`config.mk`:
```
export PLATFORM = sky130hd
export DESIGN_NAME = mem_bus_master
export DESIGN_NICKNAME = d
export VERILOG_FILES = /design/src/rtl/mem_bus_pkg.sv /design/src/rtl/rd_tag_pipe.sv /design/src/rtl/mem_bus_master.sv
export SDC_FILE = /design/constraint.sdc
export NUM_CORES = 1
export LEC_CHECK = 0
export ABC_AREA = 1
export CORE_AREA = 2 2 92 94
export CTS_CLUSTER_DIAMETER = 50
export DETAILED_ROUTE_END_ITERATION = 10
export DIE_AREA = 0 0 94 96
export GPL_ROUTABILITY_DRIVEN = 1
export GPL_TIMING_DRIVEN = 0
export PLACE_DENSITY = 0.88
export REMOVE_ABC_BUFFERS = 1
export SLEW_MARGIN = 20
export SYNTH_ARGS = -nofsm -noshare
export SYNTH_HDL_FRONTEND = slang
export SYNTH_HIERARCHICAL = 1
export SYNTH_SLANG_ARGS = --single-unit
```
`constraint.sdc`:
```
create_clock -name clk -period 2.1 [get_ports clk]
set_input_delay 0.21 -clock clk [delete_from_list [all_inputs] [get_ports clk]]
set_output_delay 0.21 -clock clk [all_outputs]
set_load 0.05 [all_outputs]
```
`src/rtl/mem_bus_pkg.sv`:
```
// mem_bus_pkg: shared types for the byte-wide memory bus master.
//   addr_t   16-bit memory address
//   data_t   8-bit memory data byte
//   word_t   16-bit little-endian request/response word
//   state_e  master FSM states
//   rd_tag_t tag carried alongside an in-flight memory read
//   next_hi_addr() address of the high byte of a word access
package mem_bus_pkg;

  typedef logic [15:0] addr_t;
  typedef logic [7:0]  data_t;
  typedef logic [15:0] word_t;

  typedef enum logic [2:0] {
    IDLE     = 3'd0,
    ISSUE_LO = 3'd1,
    ISSUE_HI = 3'd2,
    WAIT     = 3'd3,
    RESP     = 3'd4
  } state_e;

  // valid: a read is in flight; hi: it is the high byte of a word;
  // last: its capture completes the request.
  typedef struct packed {
    logic valid;
    logic hi;
    logic last;
  } rd_tag_t;

  // Page-wrap mode keeps the page and wraps only the low address byte,
  // mirroring the 6502 indirect-JMP quirk.
  function automatic addr_t next_hi_addr(input addr_t a, input logic pagewrap);
    addr_t r;
    if (pagewrap) begin
      r = {a[15:8], a[7:0] + 8'd1};
    end else begin
      r = a + 16'd1;
    end
    return r;
  endfunction

endpackage

```
`src/rtl/rd_tag_pipe.sv`:
```
// rd_tag_pipe: DEPTH-deep shift register that follows each memory read from
// the edge at which memory samples its address to the edge at which the
// master must capture mem_rdata.
//   clk, rst_n  clock, asynchronous active-low reset
//   tag_in      tag of the access presented on the bus this cycle
//   tag_out     tag whose data is on mem_rdata this cycle
module rd_tag_pipe
  import mem_bus_pkg::*;
#(
  parameter int DEPTH = 1
) (
  input  logic    clk,
  input  logic    rst_n,
  input  rd_tag_t tag_in,
  output rd_tag_t tag_out
);

  rd_tag_t [DEPTH-1:0] stage_q;
  rd_tag_t [DEPTH-1:0] stage_d;

  // Shift: stage 0 loads at the memory sample edge, the last stage feeds capture.
  always_comb begin
    stage_d    = stage_q;
    stage_d[0] = tag_in;
    for (int i = 1; i < DEPTH; i++) begin
      stage_d[i] = stage_q[i-1];
    end
  end

  // Stage registers; reset discards every in-flight read.
  always_ff @(posedge clk or negedge rst_n) begin
    if (!rst_n) begin
      stage_q <= '0;
    end else begin
      stage_q <= stage_d;
    end
  end

  assign tag_out = stage_q[DEPTH-1];

endmodule

```
`src/rtl/mem_bus_master.sv`:
```
// mem_bus_master: turns byte/word read/write requests into byte accesses on a
// synchronous memory with registered read data (RD_LATENCY edges).
//   req_valid/req_ready        request handshake, transfer at posedge
//   req_write/word/pagewrap    request kind and high-address mode
//   req_addr/req_wdata         low-byte address, little-endian write data
//   rsp_valid/rsp_rdata        one-cycle completion pulse, held read data
//   mem_mw/mem_addr/mem_wdata  memory write enable, address, write byte
//   mem_rdata                  registered memory read byte
module mem_bus_master
  import mem_bus_pkg::*;
#(
  parameter int RD_LATENCY = 1
) (
  input  logic  clk,
  input  logic  rst_n,
  input  logic  req_valid,
  output logic  req_ready,
  input  logic  req_write,
  input  logic  req_word,
  input  logic  req_pagewrap,
  input  addr_t req_addr,
  input  word_t req_wdata,
  output logic  rsp_valid,
  output word_t rsp_rdata,
  output logic  mem_mw,
  output addr_t mem_addr,
  output data_t mem_wdata,
  input  data_t mem_rdata
);

  state_e  state_q, state_d;
  logic    req_ready_q, req_ready_d;
  logic    rsp_valid_q, rsp_valid_d;
  word_t   rsp_rdata_q, rsp_rdata_d;
  logic    mem_mw_q, mem_mw_d;
  addr_t   mem_addr_q, mem_addr_d;
  data_t   mem_wdata_q, mem_wdata_d;
  logic    write_q, write_d;
  logic    word_q, word_d;
  addr_t   hi_addr_q, hi_addr_d;
  data_t   wdata_hi_q, wdata_hi_d;
  data_t   lo_byte_q, lo_byte_d;
  rd_tag_t tag_in, tag_out;

  rd_tag_pipe #(.DEPTH(RD_LATENCY)) u_rd_tag_pipe (
    .clk     (clk),
    .rst_n   (rst_n),
    .tag_in  (tag_in),
    .tag_out (tag_out)
  );

  // Tag each read access as it is presented so its data can be steered later.
  always_comb begin
    tag_in = '0;
    if ((state_q == ISSUE_LO || state_q == ISSUE_HI) && !write_q) begin
      tag_in.valid = 1'b1;
      tag_in.hi    = (state_q == ISSUE_HI);
      tag_in.last  = (state_q == ISSUE_HI) || !word_q;
    end else begin
      tag_in = '0;
    end
  end

  // Next-state, bus drive and read-data capture.
  always_comb begin
    state_d     = state_q;
    rsp_valid_d = 1'b0;
    rsp_rdata_d = rsp_rdata_q;
    lo_byte_d   = lo_byte_q;
    mem_mw_d    = 1'b0;
    mem_addr_d  = mem_addr_q;
    mem_wdata_d = mem_wdata_q;
    write_d     = write_q;
    word_d      = word_q;
    hi_addr_d   = hi_addr_q;
    wdata_hi_d  = wdata_hi_q;

    // The low byte of a word is parked until its high byte arrives, so
    // rsp_rdata only changes when a read completes.
    if (tag_out.valid) begin
      if (tag_out.hi) begin
        rsp_rdata_d = {mem_rdata, lo_byte_q};
      end else if (tag_out.last) begin
        rsp_rdata_d = {8'h00, mem_rdata};
      end else begin
        lo_byte_d = mem_rdata;
      end
    end else begin
      lo_byte_d = lo_byte_q;
    end

    case (state_q)
      IDLE: begin
        if (req_valid) begin
          state_d     = ISSUE_LO;
          write_d     = req_write;
          word_d      = req_word;
          hi_addr_d   = next_hi_addr(req_addr, req_pagewrap);
          wdata_hi_d  = req_wdata[15:8];
          mem_mw_d    = req_write;
          mem_addr_d  = req_addr;
          mem_wdata_d = req_wdata[7:0];
        end else begin
          state_d = IDLE;
        end
      end
      ISSUE_LO: begin
        // High byte follows immediately, no bubble.
        if (word_q) begin
          state_d     = ISSUE_HI;
          mem_mw_d    = write_q;
          mem_addr_d  = hi_addr_q;
          mem_wdata_d = wdata_hi_q;
        end else if (write_q) begin
          state_d     = IDLE;
          rsp_valid_d = 1'b1;
        end else begin
          state_d = WAIT;
        end
      end
      ISSUE_HI: begin
        if (write_q) begin
          state_d     = IDLE;
          rsp_valid_d = 1'b1;
        end else begin
          state_d = WAIT;
        end
      end
      WAIT: begin
        // Return to IDLE at the completing capture so the response cycle
        // can already accept the next request.
        if (tag_out.valid && tag_out.last) begin
          state_d     = IDLE;
          rsp_valid_d = 1'b1;
        end else begin
          state_d = WAIT;
        end
      end
      RESP: begin
        // Responses are issued on the way into IDLE; RESP only recovers.
        state_d = IDLE;
      end
      default: begin
        state_d = IDLE;
      end
    endcase

    req_ready_d = (state_d == IDLE);
  end

  // State and output registers; reset aborts any transfer in progress.
  always_ff @(posedge clk or negedge rst_n) begin
    if (!rst_n) begin
      state_q     <= IDLE;
      req_ready_q <= 1'b1;
      rsp_valid_q <= 1'b0;
      rsp_rdata_q <= 16'h0000;
      lo_byte_q   <= 8'h00;
      mem_mw_q    <= 1'b0;
      mem_addr_q  <= 16'h0000;
      mem_wdata_q <= 8'h00;
      write_q     <= 1'b0;
      word_q      <= 1'b0;
      hi_addr_q   <= 16'h0000;
      wdata_hi_q  <= 8'h00;
    end else begin
      state_q     <= state_d;
      req_ready_q <= req_ready_d;
      rsp_valid_q <= rsp_valid_d;
      rsp_rdata_q <= rsp_rdata_d;
      lo_byte_q   <= lo_byte_d;
      mem_mw_q    <= mem_mw_d;
      mem_addr_q  <= mem_addr_d;
      mem_wdata_q <= mem_wdata_d;
      write_q     <= write_d;
      word_q      <= word_d;
      hi_addr_q   <= hi_addr_d;
      wdata_hi_q  <= wdata_hi_d;
    end
  end

  assign req_ready = req_ready_q;
  assign rsp_valid = rsp_valid_q;
  assign rsp_rdata = rsp_rdata_q;
  assign mem_mw    = mem_mw_q;
  assign mem_addr  = mem_addr_q;
  assign mem_wdata = mem_wdata_q;

endmodule

```
==> Yosys cells after proc, flatten, opt, wreduce, memory -nomap -nowiden <==
Cells that the tools add are included.
{ "word_totals": {"reg_bits": 83, "input_bits": 46, "output_inout_bits": 43, "elab_cells": 60} }
{ "op_classes": {"add_sub_neg": 2, "eq_ne": 5, "n_mux": 22, "bitwise": 2, "n_reduce_logical": 14} }
{ "op_table": {"columns": ["op", "count"], "rows": [
  ["two-way mux 16 bit", 5],
  ["one-hot mux 16 bit (2 select lines)", 1],
  ["adder 16 x 1 -> 16 bit (second input constant)", 1],
  ["two-way mux 8 bit", 2],
  ["one-hot mux 8 bit (2 select lines)", 1],
  ["one-hot mux 3 bit (4 select lines)", 1],
  ["adder 8 x 1 -> 8 bit (second input constant)", 1],
  ["equality test 3 x 2 -> 1 bit (second input constant)", 2],
  ["zero test 3 bit", 2],
  ["two-way mux 1 bit", 6],
  ["two-way mux 2 bit", 3],
  ["AND reduction 3 bit", 2],
  ["!= test 2 bit (second input constant)", 2],
  ["AND reduction 2 bit", 2],
  ["nonzero test 2 bit", 2],
  ["equality test 3 x 1 -> 1 bit (second input constant)", 1],
  ["two-way mux 3 bit", 1],
  ["one-hot mux 1 bit (3 select lines)", 1],
  ["logical AND 1 bit", 2],
  ["zero test 1 bit", 2],
  ["logical OR 1 bit", 2],
  ["inverter 1 bit", 2],
  ["one-hot mux 1 bit (2 select lines)", 1]
]} }

==> Depth between registers and ports, before layout <==
{ "depth": {"word_depth": 4, "mapped_depth": 9, "mapped_depth_nobuf": 9} }

==> Modules after synthesis <==
The synthesis kept the hierarchy.
{ "modules_own_cells": {"columns": ["mod", "instances", "cells_each", "area_per_inst_um2", "seq_area_each_um2"], "rows": [
  ["mem_bus_master", 1, 475, 3860.0, 1978.1],
  ["rd_tag_pipe", 1, 3, 75.1, 75.1]
]} }

==> Least setup slack after synthesis <==
Ideal clock, no wire load.
{ "synth_timing": {"kind": "reg-to-reg", "startpoint": "register state_q[0]", "endpoint": "register mem_addr_q[3], in the netlist mem_addr[3]", "setup_time_ps": 124, "arrival_time_ps": 1413, "t_required_ps": 1976, "setup_slack_ps": 563, "path_stages_with_launch": 10, "n_path_buf": 2, "period_less_slack_ps": 1537, "cell_sequence": "dfrtp_1 inv_1 ha_1 nand2_4 inv_4 a21oi_2 a21oi_2 buf_6 buf_8 a21oi_2"} }
{ "synth_via": {"elab_chain_len": 3, "elab_cells_between_ends": 7, "cone_classes": "eq/ne (3); mux (1); reduce/logical (3)"} }
{ "synth_lines": {"columns": ["element", "line_no", "rtl"], "rows": [
  ["start, declared", "mem_bus_master.sv:31", "state_e state_q, state_d;"],
  ["start signal, assigned", "mem_bus_master.sv:167", "state_q <= state_d;"],
  ["equality test 3 x 1 -> 1 bit or zero test 3 bit (tied branches)", "mem_bus_master.sv:92", "case (state_q)"],
  ["!= test 2 bit (no source line) or nonzero test 2 bit (tied branches)", null, null],
  ["AND reduction 3 bit (no source line)", null, null],
  ["end signal, assigned", "mem_bus_master.sv:173", "mem_addr_q <= mem_addr_d;"],
  ["end, declared", "mem_bus_master.sv:36", "addr_t mem_addr_q, mem_addr_d;"]
]} }
Several ways; a longest one is shown, not always the timed one.
A chain may end at the register's enable or synchronous reset.

==> Final worst setup path <==
{ "layout_timing": {"startpoint": "register state_q[0]", "endpoint": "register mem_addr_q[12], in the netlist mem_addr[12]"} }
The elaborated chain is that of the path after synthesis.

==> results.txt <==
Status -> complete, no violations
Area growth from synthesis to layout -> 30.9%
Crit path time final -> 1.95 ns
CP Cell Sequence -> inv_2 -> ha_4 -> nand2_8 -> clkinv_8 -> a21oi_2 -> a21oi_4 -> buf_16 -> buf_16 -> nor2_1 -> a21oi_2
Die height -> 96 um
Post-synth ARST share -> 100%
Fin crit share -> 93.1%
Wire per inst -> 13.1 um
Vias per cell -> 4.97
Storage element area -> 2050 sq um
Nets -> 615
Most frequent cell after synthesis -> nand2_1
Cell Area, Synth -> 3940 sq um
Fraction of layout cells with a size suffix above 1 -> 8.80%
Startpoint types -> register
Largest net degree at the start of global routing -> 50
Avg Synthesized Cell Area -> 8.23 sq um
Part of the power in combinational logic -> 54.7%
TNS Setup -> 0 ns
DRT Pass-1 Iters -> 7
Residual DRC -> 0
Crit path max-delay cell type -> dfrtp_1
Fin. Hold Viols -> 0
Layout filler cell count -> 662
IO buf count -> 88
First-pass GRT wire length -> 14.5 mm
TritonCTS clock tree -> built
Top_reg_cell synth -> dfrtp_1
Max_cap viols -> 0
GP Congestion -> 0.875
Placed wire-length estimate -> 6.28 mm
Util after Layout -> 64.0%
Synth top area cells -> dfrtp_1, nand2_1, o21ai_0
Crit end category -> register
Sequential Power Share -> 33.5%
Clock-pin transition on the worst setup and hold timing paths -> 0.08 ns
Yosys top cell by area -> dfrtp_1
Number of global-route vias before repair -> 3248
CTS Buf Count -> 9
Sink Count -> 82
Psw -> 3900 uW
R2r startpoint -> state_q[0]$_DFF_PN0_
DP Area -> 4910 sq um
Starting Density -> 48.9%
Die width -> 94 um
Std cell rows -> 33
Sw Share -> 47.3%
Post-synth EDFFs -> 0
Full die area -> 9020 sq um
Vias -> 3343
Setup repair after global routing missed its margin -> false
Register area share after synthesis -> 52.2%
Post-Synthesis Cells -> 478
Static Leakage -> 0.00239 uW
CP required -> 2.37 ns
Skew final -> 0.0107 ns
DRT Wirelength -> 8.82 mm
Critical Path AT -> 2.22 ns
Worst r2r dst -> mem_addr[12]$_DFFE_PN0P_
Top Ports -> 89
ANT nets after route -> 0
Slew HR -> 62.8%
Slew Viols, Final -> 0
H-tree levels -> 3
Final setup fails -> 0
Worst r2r path cells -> 10
Netlist cell types -> 29
Kind of critical path -> reg -> reg
Multi-input gate area -> 1640 sq um
Root Driver -> clkbuf_8
Core Region -> 8050 sq um
Hold Path Class -> in -> async
Fmax -> 512 MHz
Antenna Cells -> 0
Warning count from the yosys run -> 6
P_int -> 4340 uW
Clock latency on the worst-skew pair -> 0.34 ns
Most frequent cells after synthesis -> nand2_1, dfrtp_1, nor2_1, o21ai_0, inv_1
GRT overflow -> 0
Pwr Density -> 1600 nW/um^2
Maximum resistive drop on vdd -> 779 uV
GRT Overall Usage -> 20.2%
Top cell type's share of synthesized area -> 51.5%
Worst Path Max Fanout -> 27
#FFs+latches synth -> 82
Filler-free cell count of the finished design -> 673
Placed cells -> 654
Maximum buffer depth of the clock tree -> 2
Least-Margin Pin Slew -> 0.557 ns
Largest stage delay, worst path -> 0.44 ns
1st-iter DRT viols -> 153
Worst reg2reg setup slack -> 0.15 ns
Initial antenna violation count -> 0
Fin area -> 5150 sq um
Clock power share -> 11.8%
## how the worst max path moves through the flow
| stage | start | end | cells past startpoint |
|---|---|---|---|
| 4_1_cts | state_q[1]$_DFF_PN0_ | mem_addr[12]$_DFFE_PN0P_ | 5 |
| 5_1_grt | state_q[0]$_DFF_PN0_ | mem_addr[15]$_DFFE_PN0P_ | 10 |
| 2_1_floorplan | state_q[1]$_DFF_PN0_ | mem_wdata[0]$_DFFE_PN0P_ | 5 |
| 6_report | state_q[0]$_DFF_PN0_ | mem_addr[12]$_DFFE_PN0P_ | 10 |
| 3_5_place_dp | state_q[1]$_DFF_PN0_ | mem_addr[12]$_DFFE_PN0P_ | 8 |
| 3_3_place_gp | rst_n | mem_addr[2]$_DFFE_PN0P_ | 1 |
## worst max-delay path: cells and delay by family (launching register included)
kind            cells  cell delay (ns)
buf+inv             4             0.64
flops               1             0.44
compound gates      3             0.36
fa+ha+maj           1             0.22
simple gates        2             0.19
## final cells by class
class | instances | share of cell area (%)
sequential | 82 | 39.9
tap | 105 | 2.55
inverter | 45 | 3.52
timing repair buffer | 93 | 19.0
multi-input combinational | 332 | 31.9
clock inverter | 4 | 0.559
clock buffer | 12 | 2.62
## repair_timing
item                                    CTS  global route
setup buffers                             1             0
endpoints found under the hold margin    33             0
endpoints found under the setup margin   28            19
pin swaps                                 0             1
cloned                                    0             1
resized for setup                         5             5
hold buffers                              1             0
## routing by layer
metal / share of wire [%] / vias to the layer above / track usage, %
met5: 0 / - / 0
met4: 1.0 / 0 / 5.19
met3: 6.1 / 12 / 4.86
met2: 50 / 114 / 35.5
li1: - / 1690 / -
met1: 43 / 1527 / 25.2
## flip-flops by register name (all words and copies together), names as in the netlist, 2 cells and up
signal and flops:
hi_addr_q 16, lo_byte_q 8, mem_addr 16, mem_wdata 8, rsp_rdata 16, state_q 2
u_rd_tag_pipe/tag_out 3, wdata_hi_q 8
## layout by cell type, fill, tap and decap left out, types with 4 or more instances in the layout
cell type,count
o21ai_0,45
nand3_1,27
a21oi_1,18
a21oi_2,16
inv_1,41
nor2_1,54
o21ai_2,5
dfrtp_1,81
mux2i_1,5
clkbuf_8,9
clkdlybuf4s50_1,87
ha_1,4
nand2_1,140
## metrics by stage
stage	setup slack, ns	hold slack, ns	power, uW
after floorplan	-0.687	-0.0856	5640
after global placement	-2.05	0.458	6890
after detailed placement	-0.481	0.185	7190
after CTS	0.0104	0.358	8220
after global routing	0.0379	0.375	8830
final	0.146	0.339	8240
## power groups by stage
stage	clock (uW)	sequential, uW	combinational [uW]
2_1_floorplan	0	4040	1610
6_report	975	2760	4500
3_3_place_gp	0	2740	4150
4_1_cts	1000	2760	4470
5_1_grt	1070	2850	4910
3_5_place_dp	0	2780	4410
## kinds of logic after synthesis
family                   count (synthesis)  share of synthesized area, %
AO/OA/AOI/OAI                           89                          13.6
XOR/XNOR                                 1                         0.223
adder cells (fa/ha/maj)                  6                          1.91
buffers and inverters                   65                          7.41
flip-flops                              82                          52.2
multiplexers                             5                          1.27
AND/OR/NAND/NOR                        230                          23.4
(Power assumes the default switching activity.)
